$ cat config.mk
export PLATFORM = sky130hd
export DESIGN_NAME = fetch_seq
export DESIGN_NICKNAME = d
export VERILOG_FILES = /design/src/rtl/mips_pkg.sv /design/src/rtl/fetch_seq.sv
export SDC_FILE = /design/constraint.sdc
export NUM_CORES = 1
export LEC_CHECK = 0
export ABC_CLOCK_PERIOD_IN_PS = 4840
export CAP_MARGIN = 20
export CELL_PAD_IN_SITES_DETAIL_PLACEMENT = 1
export CELL_PAD_IN_SITES_GLOBAL_PLACEMENT = 2
export CORE_MARGIN = 3
export CORE_UTILIZATION = 28
export DETAILED_ROUTE_END_ITERATION = 7
export GPL_TIMING_DRIVEN = 0
export HOLD_SLACK_MARGIN = 0.03
export PLACE_DENSITY_LB_ADDON = 0.25
export REMOVE_ABC_BUFFERS = 1
export SLEW_MARGIN = 15
export SYNTH_ARGS = -nofsm -noshare
export SYNTH_HDL_FRONTEND = slang
export SYNTH_SLANG_ARGS = --single-unit
export TNS_END_PERCENT = 20
$ cat constraint.sdc
create_clock -name clk -period 4.84 [get_ports clk]
set_clock_uncertainty 0.15 [all_clocks]
set_input_delay 0.968 -clock clk [delete_from_list [all_inputs] [get_ports clk]]
set_output_delay 0.968 -clock clk [all_outputs]
set_load 0.02 [all_outputs]
$ cat src/rtl/mips_pkg.sv
// Shared definitions for the instruction-fetch front end: FSM encoding,
// reset PC default and the NOP word.
package mips_pkg;

  typedef enum logic [1:0] {
    S_FETCH = 2'd0,
    S_HOLD  = 2'd1,
    S_DROP  = 2'd2
  } fetch_state_t;

  localparam logic [31:0] RESET_PC_DEFAULT = 32'h0000_3000;
  localparam logic [31:0] NOP_WORD         = 32'h0000_0000;

endpackage

$ cat src/rtl/fetch_seq.sv
// Instruction fetch sequencer: drives the instruction-memory handshake, holds
// the fetched word for decode, and retires stale requests after a redirect.
module fetch_seq
  import mips_pkg::*;
#(
  parameter logic [31:0] RESET_PC = RESET_PC_DEFAULT
) (
  input  logic        clk,
  input  logic        rst,
  input  logic        stall,
  input  logic        redirect_valid,
  input  logic [31:0] redirect_pc,
  output logic        imem_req,
  output logic [31:0] imem_addr,
  input  logic        imem_ack,
  input  logic [31:0] imem_rdata,
  output logic        if_valid,
  output logic [31:0] if_pc,
  output logic [31:0] if_ins,
  output logic        pc_err
);

  fetch_state_t state, state_n;
  logic [31:0]  pc, pc_n;
  logic [31:0]  drop_addr, drop_addr_n;
  logic         if_valid_n;
  logic [31:0]  if_pc_n, if_ins_n;
  logic         pc_err_n;

  always_ff @(posedge clk) begin
    if (rst) begin
      state     <= S_FETCH;
      pc        <= RESET_PC;
      drop_addr <= '0;
      if_valid  <= 1'b0;
      if_pc     <= '0;
      if_ins    <= NOP_WORD;
      pc_err    <= 1'b0;
    end else begin
      state     <= state_n;
      pc        <= pc_n;
      drop_addr <= drop_addr_n;
      if_valid  <= if_valid_n;
      if_pc     <= if_pc_n;
      if_ins    <= if_ins_n;
      pc_err    <= pc_err_n;
    end
  end

  always_comb begin
    state_n     = state;
    pc_n        = pc;
    drop_addr_n = drop_addr;
    if_valid_n  = if_valid;
    if_pc_n     = if_pc;
    if_ins_n    = if_ins;
    pc_err_n    = redirect_valid && (redirect_pc[1:0] != 2'b00);

    if (redirect_valid) begin
      pc_n       = {redirect_pc[31:2], 2'b00};
      if_valid_n = 1'b0;
      // A request already in flight must be allowed to complete before the
      // new target is presented, so remember where it was pointing.
      if (state != S_DROP) begin
        if (imem_req && !imem_ack) begin
          drop_addr_n = imem_addr;
          state_n     = S_DROP;
        end else begin
          state_n = S_FETCH;
        end
      end
    end else begin
      case (state)
        S_FETCH: begin
          if (imem_ack) begin
            if_ins_n   = imem_rdata;
            if_pc_n    = pc;
            if_valid_n = 1'b1;
            pc_n       = pc + 32'd4;
            state_n    = S_HOLD;
          end
        end
        S_HOLD: begin
          if (!stall) begin
            if (imem_ack) begin
              if_ins_n   = imem_rdata;
              if_pc_n    = pc;
              if_valid_n = 1'b1;
              pc_n       = pc + 32'd4;
            end else begin
              if_valid_n = 1'b0;
              state_n    = S_FETCH;
            end
          end
        end
        S_DROP: begin
          if (imem_ack) state_n = S_FETCH;
        end
        default: state_n = S_FETCH;
      endcase
    end
  end

  always_comb begin
    imem_req  = 1'b0;
    imem_addr = (state == S_DROP) ? drop_addr : pc;
    if (!rst) begin
      case (state)
        S_FETCH: imem_req = 1'b1;
        S_DROP:  imem_req = 1'b1;
        S_HOLD:  imem_req = !stall;
        default: imem_req = 1'b0;
      endcase
    end
  end

endmodule
# [After elaboration in Yosys (flattened, before gate mapping)]
# Cells that the tools add are included.
[op_classes] add_sub_neg=1 n_eq_ne=10 n_mux=25 bitwise=1 reduce_logical=16
[op_table] operator="$mux 32" n=8
[op_table] operator="$pmux 32 s2" n=3
[op_table] operator="$add 32x3->32 const B" n=1
[op_table] operator="$mux 2" n=7
[op_table] operator="$ne 3x3->1 const B" n=4
[op_table] operator="$reduce_and 3->1" n=3
[op_table] operator="$ne 2x2->1 const B" n=3
[op_table] operator="$pmux 2 s3" n=1
[op_table] operator="$reduce_and 5->1" n=1
[op_table] operator="$mux 1" n=4
[op_table] operator="$pmux 1 s2" n=2
[op_table] operator="$reduce_and 2->1" n=2
[op_table] operator="$reduce_bool 2->1" n=2
[op_table] operator="$reduce_or 2->1" n=2
[op_table] operator="$reduce_bool 3->1" n=1
[op_table] operator="$eq 2x1->1 const B" n=1
[op_table] operator="$eq 2x2->1 const B" n=1
[op_table] operator="$logic_and 1x1->1" n=2
[op_table] operator="$logic_not 1->1" n=2
[op_table] operator="$logic_not 2->1" n=1
[op_table] operator="$ne 2x1->1 const B" n=1
[op_table] operator="$not 1->1" n=1
[word_totals] ff_bits=132 output_inout_bits=99

# [Depth between registers and ports, before layout]
# Gate-level depths: netlist of run 1.
[depth] depth_word=8 depth_mapped=7

# [Worst setup path before layout of run 1]
# Ideal clock, no wire load.
[synth_path] path_kind="in2out" start="in rst" end="out imem_req" arrival_time_ns=1.692 required_time_ns=3.722 setup_slack_ns=2.030 path_stages=3 path_buffers=2 cell_sequence="clkbuf_1 -> clkbuf_1 -> a21oi_1"
[synth_between] elab_chain_len=1
[synth_lines] element="start: declaration" line_no="fetch_seq.sv:9" rtl="input logic rst,"
[synth_lines] element="$mux 1" line_no="fetch_seq.sv:107" rtl="if (!rst) begin"
[synth_lines] element="end: declaration" line_no="fetch_seq.sv:13" rtl="output logic imem_req,"
# No other way between the ends.

# [Worst setup path in the final report of run 1]
[layout_path] start="in imem_ack" end="reg pc[26]"
[layout_between] elab_chain_len=4
[layout_lines] element="start: declaration" line_no="fetch_seq.sv:15" rtl="input logic imem_ack,"
[layout_lines] element="$mux 32 (*)"
[layout_lines] element="$mux 32"
[layout_lines] element="$pmux 32 s2 (*)"
[layout_lines] element="$mux 32 (*)"
[layout_lines] element="end signal: assignment" line_no="fetch_seq.sv:41" rtl="pc <= pc_n;"
[layout_lines] element="end: declaration" line_no="fetch_seq.sv:24" rtl="logic [31:0] pc, pc_n;"
# Mark *: on every way between the ends. The rest lies on a longest branch, timed or not. The select of a mux whose other input is x is not followed.
# A chain may end at the register's enable or synchronous reset.

==> results.cfg, run 1 <==
[cells_and_area]
synthToLayoutAreaGrowth_pct = 45.2
post-route-util_pct = 42.1
drive_gt1_share_pct = 10.8
nNetsFinal = 892
design_area_um2 = 8010
antenna_cells = 0
instances_no_fill = 1095

[power_and_ir_drop]
leakage_nw = 2.72
vdd_drop_max_mv = 0.236
p_per_area_nw_per_um2 = 348

[critical_path]
path_class = in -> reg
r2r-end = pc[26]
required_ns = 5.01
cp-endpoint = pc[26]
end_kind = flop
crit_start = imem_ack
start_kind = input port
arrival_ns = 3.80
path_max_fanout = 13
r2r_cells = 5
r2r_setup_slack_ns = 2.02
r2r-start = state[1]

[routing]
wirelength_um = 17300
postRouteAntennaNets = 0
via_per_inst = 4.65
drc_errors = 0
drt_pre_antenna_iters = 4
num_vias = 5087
wl_per_cell_um = 15.8
drt-initial-drc-count = 177

[clock_tree]
cts.repair.resized = 0
clock_path_buffers = 2
cts.sinks = 128
cts_made_buffers = 17
cts_htree_levels = 4
post-cts-setup-buffers = 0
clock-root-buffer = clkbuf_16
ctsHoldBuffers = 0
clk_pin_slew_ns = 0.05
tritoncts = built
insertion_delay_ns = 0.41

[global_routing]
grt_max_degree = 87
grt_pass1_vias = 5403
gr-total-overflow = 0
grt_pass1_wl_um = 28400
antenna_found_initial = 0
track_usage_pct = 16.2

[placement]
dpl.cell_count = 1063
port_buffers = 165
hpwlAfterDp_um = 12000
gp_congestion = 0.755
place_area_um2 = 7420
pre_cts_slack_ns = 0.761

[timing]
slew_violations = 0
min_period_over_period_pct = 75.0
finalCriticalPeriod_ns = 3.63
setup-violations-final = 0
rsz0062_at_grt = no
worst_slack_ns = 1.21
tightest_slew_ns = 0.933
maxSlewHeadroom_pct = 37.8
fmax_mhz = 275
finalHoldViolCount = 0
finalSetupTns_ns = 0

[outcome]
status = completed

[synthesis]
netlist_area_um2 = 5510
ys_seq_area_share_pct = 46.5
ys_ff_latch = 128
synth.largest_area_cell = dfxtp_1
synth.area.top_cells = dfxtp_1, nand2_1, a21oi_1
synth_cells = 680
yosysWarnings = 0
syn_area_per_cell_um2 = 8.11
yosysTopAreaCellShare_pct = 46.5
ys_types = 43

[die]
fp.dieH_um = 146
die_w_um = 146
start_util_pct = 29.0
core_area_um2 = 19000
ioPinCount = 168
die_area_um2 = 21400
rows = 50

[min_path]
min_path_type = reg -> reg
holdPathStages = 2

[flow_run]
drv_cap = 0
==> cells by family after synthesis <==
group / share of synthesized area (%)
compound gates: 13.7
xor+xnor: 4.13
fa+ha+maj: 0.408
buf+inv: 4.86
flops: 46.5
mux: 6.13
other cells: 0.0680
simple gates: 24.3
==> power by group <==
part,total [mW],leakage (nW),switching (mW),internal [mW]
Sequential,1.15,1.04,0.0463,1.10
Clock,1.26,0.290,0.461,0.796
Combinational,0.384,1.39,0.196,0.188
==> synth_stat cells <==
library cell,n
nand4_1,5
or2_2,1
nor4_1,5
nor4_2,6
nor2_1,29
mux2_1,2
o21bai_1,5
nand2b_1,3
a211oi_1,13
inv_2,1
or3_1,2
buf_2,7
and3_1,2
or4_1,1
nor3_1,8
buf_1,4
nand2_1,204
nor3_2,4
xnor2_1,26
nand4_4,2
o22ai_1,3
and4_1,4
nand3_2,1
conb_1,1
a21oi_1,104
ha_1,1
nor2b_1,1
inv_1,11
o32a_1,1
nor4b_2,1
o31ai_1,1
nand3_1,11
buf_6,1
clkbuf_1,37
a21o_1,1
mux2_2,28
a311oi_1,3
o21ai_0,3
maj3_1,1
buf_4,3
and2_1,4
dfxtp_1,128
a211oi_2,1
==> worst max-delay path: stages <==
cell and delay (ns):
clkdlybuf4s50_1 0.59, nor2b_1 0.67, nand3_1 0.68, nor4_1 0.55, xnor2_1 0.11, a211oi_1 0.22
==> per-stage QoR <==
stage,total power [mW],hold WS (ns)
floorplan,1.33,0.272
detailed placement,1.56,0.298
CTS,2.84,0.306
global placement,1.54,0.285
global route,2.91,0.322
finish,2.79,0.303
==> per-layer routing <==
metal  GRT usage, %  wire, µm
met1           21.8      8590
met2           25.9      7790
met3           4.31       832
met4           4.00       137
met5              0         0
==> state kept, by name, summed over array words and instances (netlist names) <==
| name | cells |
|---|---|
| pc | 30 |
| pc_err | 1 |
| state | 2 |
| drop_addr | 32 |
| if_ins | 32 |
| if_valid | 1 |
| if_pc | 30 |
==> final cells by class <==
cell class	count	area, µm²
multi-input cells	489	2720
clock inverters	10	110
flip-flops and latches	128	2560
fillers	2252	11000
well taps	260	325
clock buffers	22	474
inverters	12	45.0
repair buffers	174	1770
==> worst min path at each step <==
stage	end	start
after floorplan	drop_addr[0]	drop_addr[0]
after detailed placement	drop_addr[19]	drop_addr[19]
after CTS	drop_addr[19]	drop_addr[19]
final	drop_addr[19]	drop_addr[19]
after global placement	drop_addr[0]	drop_addr[0]
after global routing	if_ins[14]	if_ins[14]
==> cells in the final DEF (no fill, tap or decap), types with 3 or more instances in the layout <==
cell type	instances
o21ai_0	3
nor3_2	4
clkinv_2	5
buf_4	3
clkdlybuf4s50_1	164
nor4_2	7
a211oi_1	13
and4_1	4
nor2_1	28
o22ai_1	3
dfxtp_1	128
mux2_2	28
nand4_1	5
a311oi_1	3
xnor2_1	26
a21oi_1	104
nor4_1	4
buf_12	3
and2_1	4
clkbuf_8	3
nand2_1	203
inv_1	11
o21bai_1	5
nand3_1	10
nor3_1	8
clkbuf_16	17
Note: power is estimated with default switching activity, not from simulation.
==> run 2, diff against run 1 <==
--- a/config.mk
+++ b/config.mk
@@ -5,12 +5,12 @@
 export SDC_FILE = /design/constraint.sdc
 export NUM_CORES = 1
 export LEC_CHECK = 0
-export ABC_CLOCK_PERIOD_IN_PS = 4840
+export ABC_CLOCK_PERIOD_IN_PS = 3220
 export CAP_MARGIN = 20
 export CELL_PAD_IN_SITES_DETAIL_PLACEMENT = 1
 export CELL_PAD_IN_SITES_GLOBAL_PLACEMENT = 2
 export CORE_MARGIN = 3
-export CORE_UTILIZATION = 28
+export CORE_UTILIZATION = 24
 export DETAILED_ROUTE_END_ITERATION = 7
 export GPL_TIMING_DRIVEN = 0
 export HOLD_SLACK_MARGIN = 0.03
==> constraint.sdc (replaced) <==
create_clock -name clk -period 3.22 [get_ports clk]
set_clock_uncertainty 0.15 [all_clocks]
set_input_delay 0.644 -clock clk [delete_from_list [all_inputs] [get_ports clk]]
set_output_delay 0.644 -clock clk [all_outputs]
set_load 0.02 [all_outputs]
==> run 2 against run 1 <==
Against the previous run: routed wire length increased by 2.6%; first-iteration DRC count down 27%; clock power is 47% higher; clock-buffer cell count rose by 3; critical path depth down 2; hold slack got worse by 0.0015 ns; global-route usage decreased by 1.8 points; die area increased by 16%; largest cell class unchanged; largest power group unchanged.
==> results.cfg, run 2 (synthesized netlist as in run 1, its figures left out) <==
[placement]
place_area_um2 = 7500
hpwlAfterDp_um = 12800
port_buffers = 165
gp_congestion = 0.703

[outcome]
status = completed

[die]
die_w_um = 158
ioPinCount = 168
core_area_um2 = 22200
fp.dieH_um = 158
rows = 54
die_area_um2 = 24800
start_util_pct = 24.8

[timing]
fmax_mhz = 324
slew_violations = 0
finalHoldViolCount = 0
setup-violations-final = 0
min_period_over_period_pct = 95.8
finalSetupTns_ns = 0
whs_ns = 0.301
maxSlewHeadroom_pct = 54.1
tightest_slew_ns = 0.687
rsz0062_at_grt = no
finalCriticalPeriod_ns = 3.09

[critical_path]
end_kind = output port
required_ns = 2.43
path_max_fanout = 18
crit_chain = nand2b_4, buf_16, mux2_2, clkdlybuf4s50_1
arrival_ns = 2.29
slowest_delay_ns = 0.58
crit_start = state[0]
slowest_stage = clkdlybuf4s50_1
path_class = reg -> out
r2r-start = state[1]
start_kind = flop

[min_path]
min_path_type = reg -> reg
min_from = drop_addr[0]

[routing]
wirelength_um = 17800
num_vias = 5095
drc_errors = 0
via_per_inst = 4.57
postRouteAntennaNets = 0
wl_per_cell_um = 16.0
drt-initial-drc-count = 129
drt_pre_antenna_iters = 4

[clock_tree]
tritoncts = built
cts_made_buffers = 17
cts_htree_levels = 4
clock-root-buffer = clkbuf_16
cts.sinks = 128
insertion_delay_ns = 0.41
clock_path_buffers = 2
ctsHoldBuffers = 0
clk_pin_slew_ns = 0.06

[global_routing]
gr-total-overflow = 0
grt_max_degree = 76
grt_pass1_vias = 5433
grt_pass1_wl_um = 28400
track_usage_pct = 14.4
antenna_found_initial = 0

[cells_and_area]
biggestRegsByFlops = drop_addr (32), if_ins (32)
drive_gt1_share_pct = 10.4
nNetsFinal = 893
final_common_cell = nand2_1
synthToLayoutAreaGrowth_pct = 46.4
antenna_cells = 0
design_area_um2 = 8070
fillers = 2587
final_cell_mix = nand2_1, clkdlybuf4s50_1, dfxtp_1

[power_and_ir_drop]
leakage_nw = 2.73
vdd_drop_max_mv = 0.284
p_per_area_nw_per_um2 = 516

[flow_run]
drv_cap = 0
## run 2: timing repair
item | CTS | global route
resized for setup | 2 | 3
buffers inserted | 0 | 0
hold endpoints to repair | 0 | 0
setup endpoints to repair | 22 | 47
## run 2: worst paths after layout
| check | endpoint | slack (ns) | cells after the start |
|---|---|---|---|
| worst max-delay path | imem_addr[21] | 0.13 | 4 |
| worst min-delay path | drop_addr[0] | 0.30 | 2 |
| worst max register to register | if_pc[12] | 0.81 | 7 |
| worst min register to register | drop_addr[0] | 0.30 | 2 |
## run 2: per-stage QoR
stage / utilization [%] / worst slack (ns) / power, mW / cells
floorplan: - / -0.412 / 2.01 / 629
global placement: 32.8 / -6.50 / 2.32 / 1074
detailed placement: 33.7 / -0.566 / 2.35 / 1084
CTS: 36.3 / 0.0557 / 4.25 / 1115
global route: 36.3 / 0.0358 / 4.38 / 1115
finish: 36.3 / 0.134 / 4.17 / 1115
## run 2: cell type report
type	instances	area (µm²)	area share, %
sequential	128	2560	31.8
timing repair buffer	175	1820	22.6
clock inverter	6	82.6	1.02
clock buffer	25	475	5.89
multi-input combinational	489	2730	33.8
tap	280	350	4.34
inverter	12	47.5	0.589
## run 2: layer usage
layer  up-vias  track usage, %  share of wire (%)
met1      2372            19.1                 48
li1       2566               -                  -
met5         -               0                  0
met2       142            23.1                 45
met3        15            3.47                5.4
met4         0            4.79                1.2
## run 2: report_power, final
| group | switching, mW | total (mW) | internal, mW |
|---|---|---|---|
| sequential | 0.0697 | 1.72 | 1.65 |
| combinational | 0.299 | 0.590 | 0.291 |
| clock | 0.682 | 1.85 | 1.17 |
| total | 1.05 | 4.17 | 3.12 |
## run 2: worst max-delay path: cells and delay by family, from the launching register on
kind	cells	cell delay (ns)
buffers and inverters	2	0.79
DFF	1	0.41
muxes	1	0.35
and+or+nand+nor	1	0.33
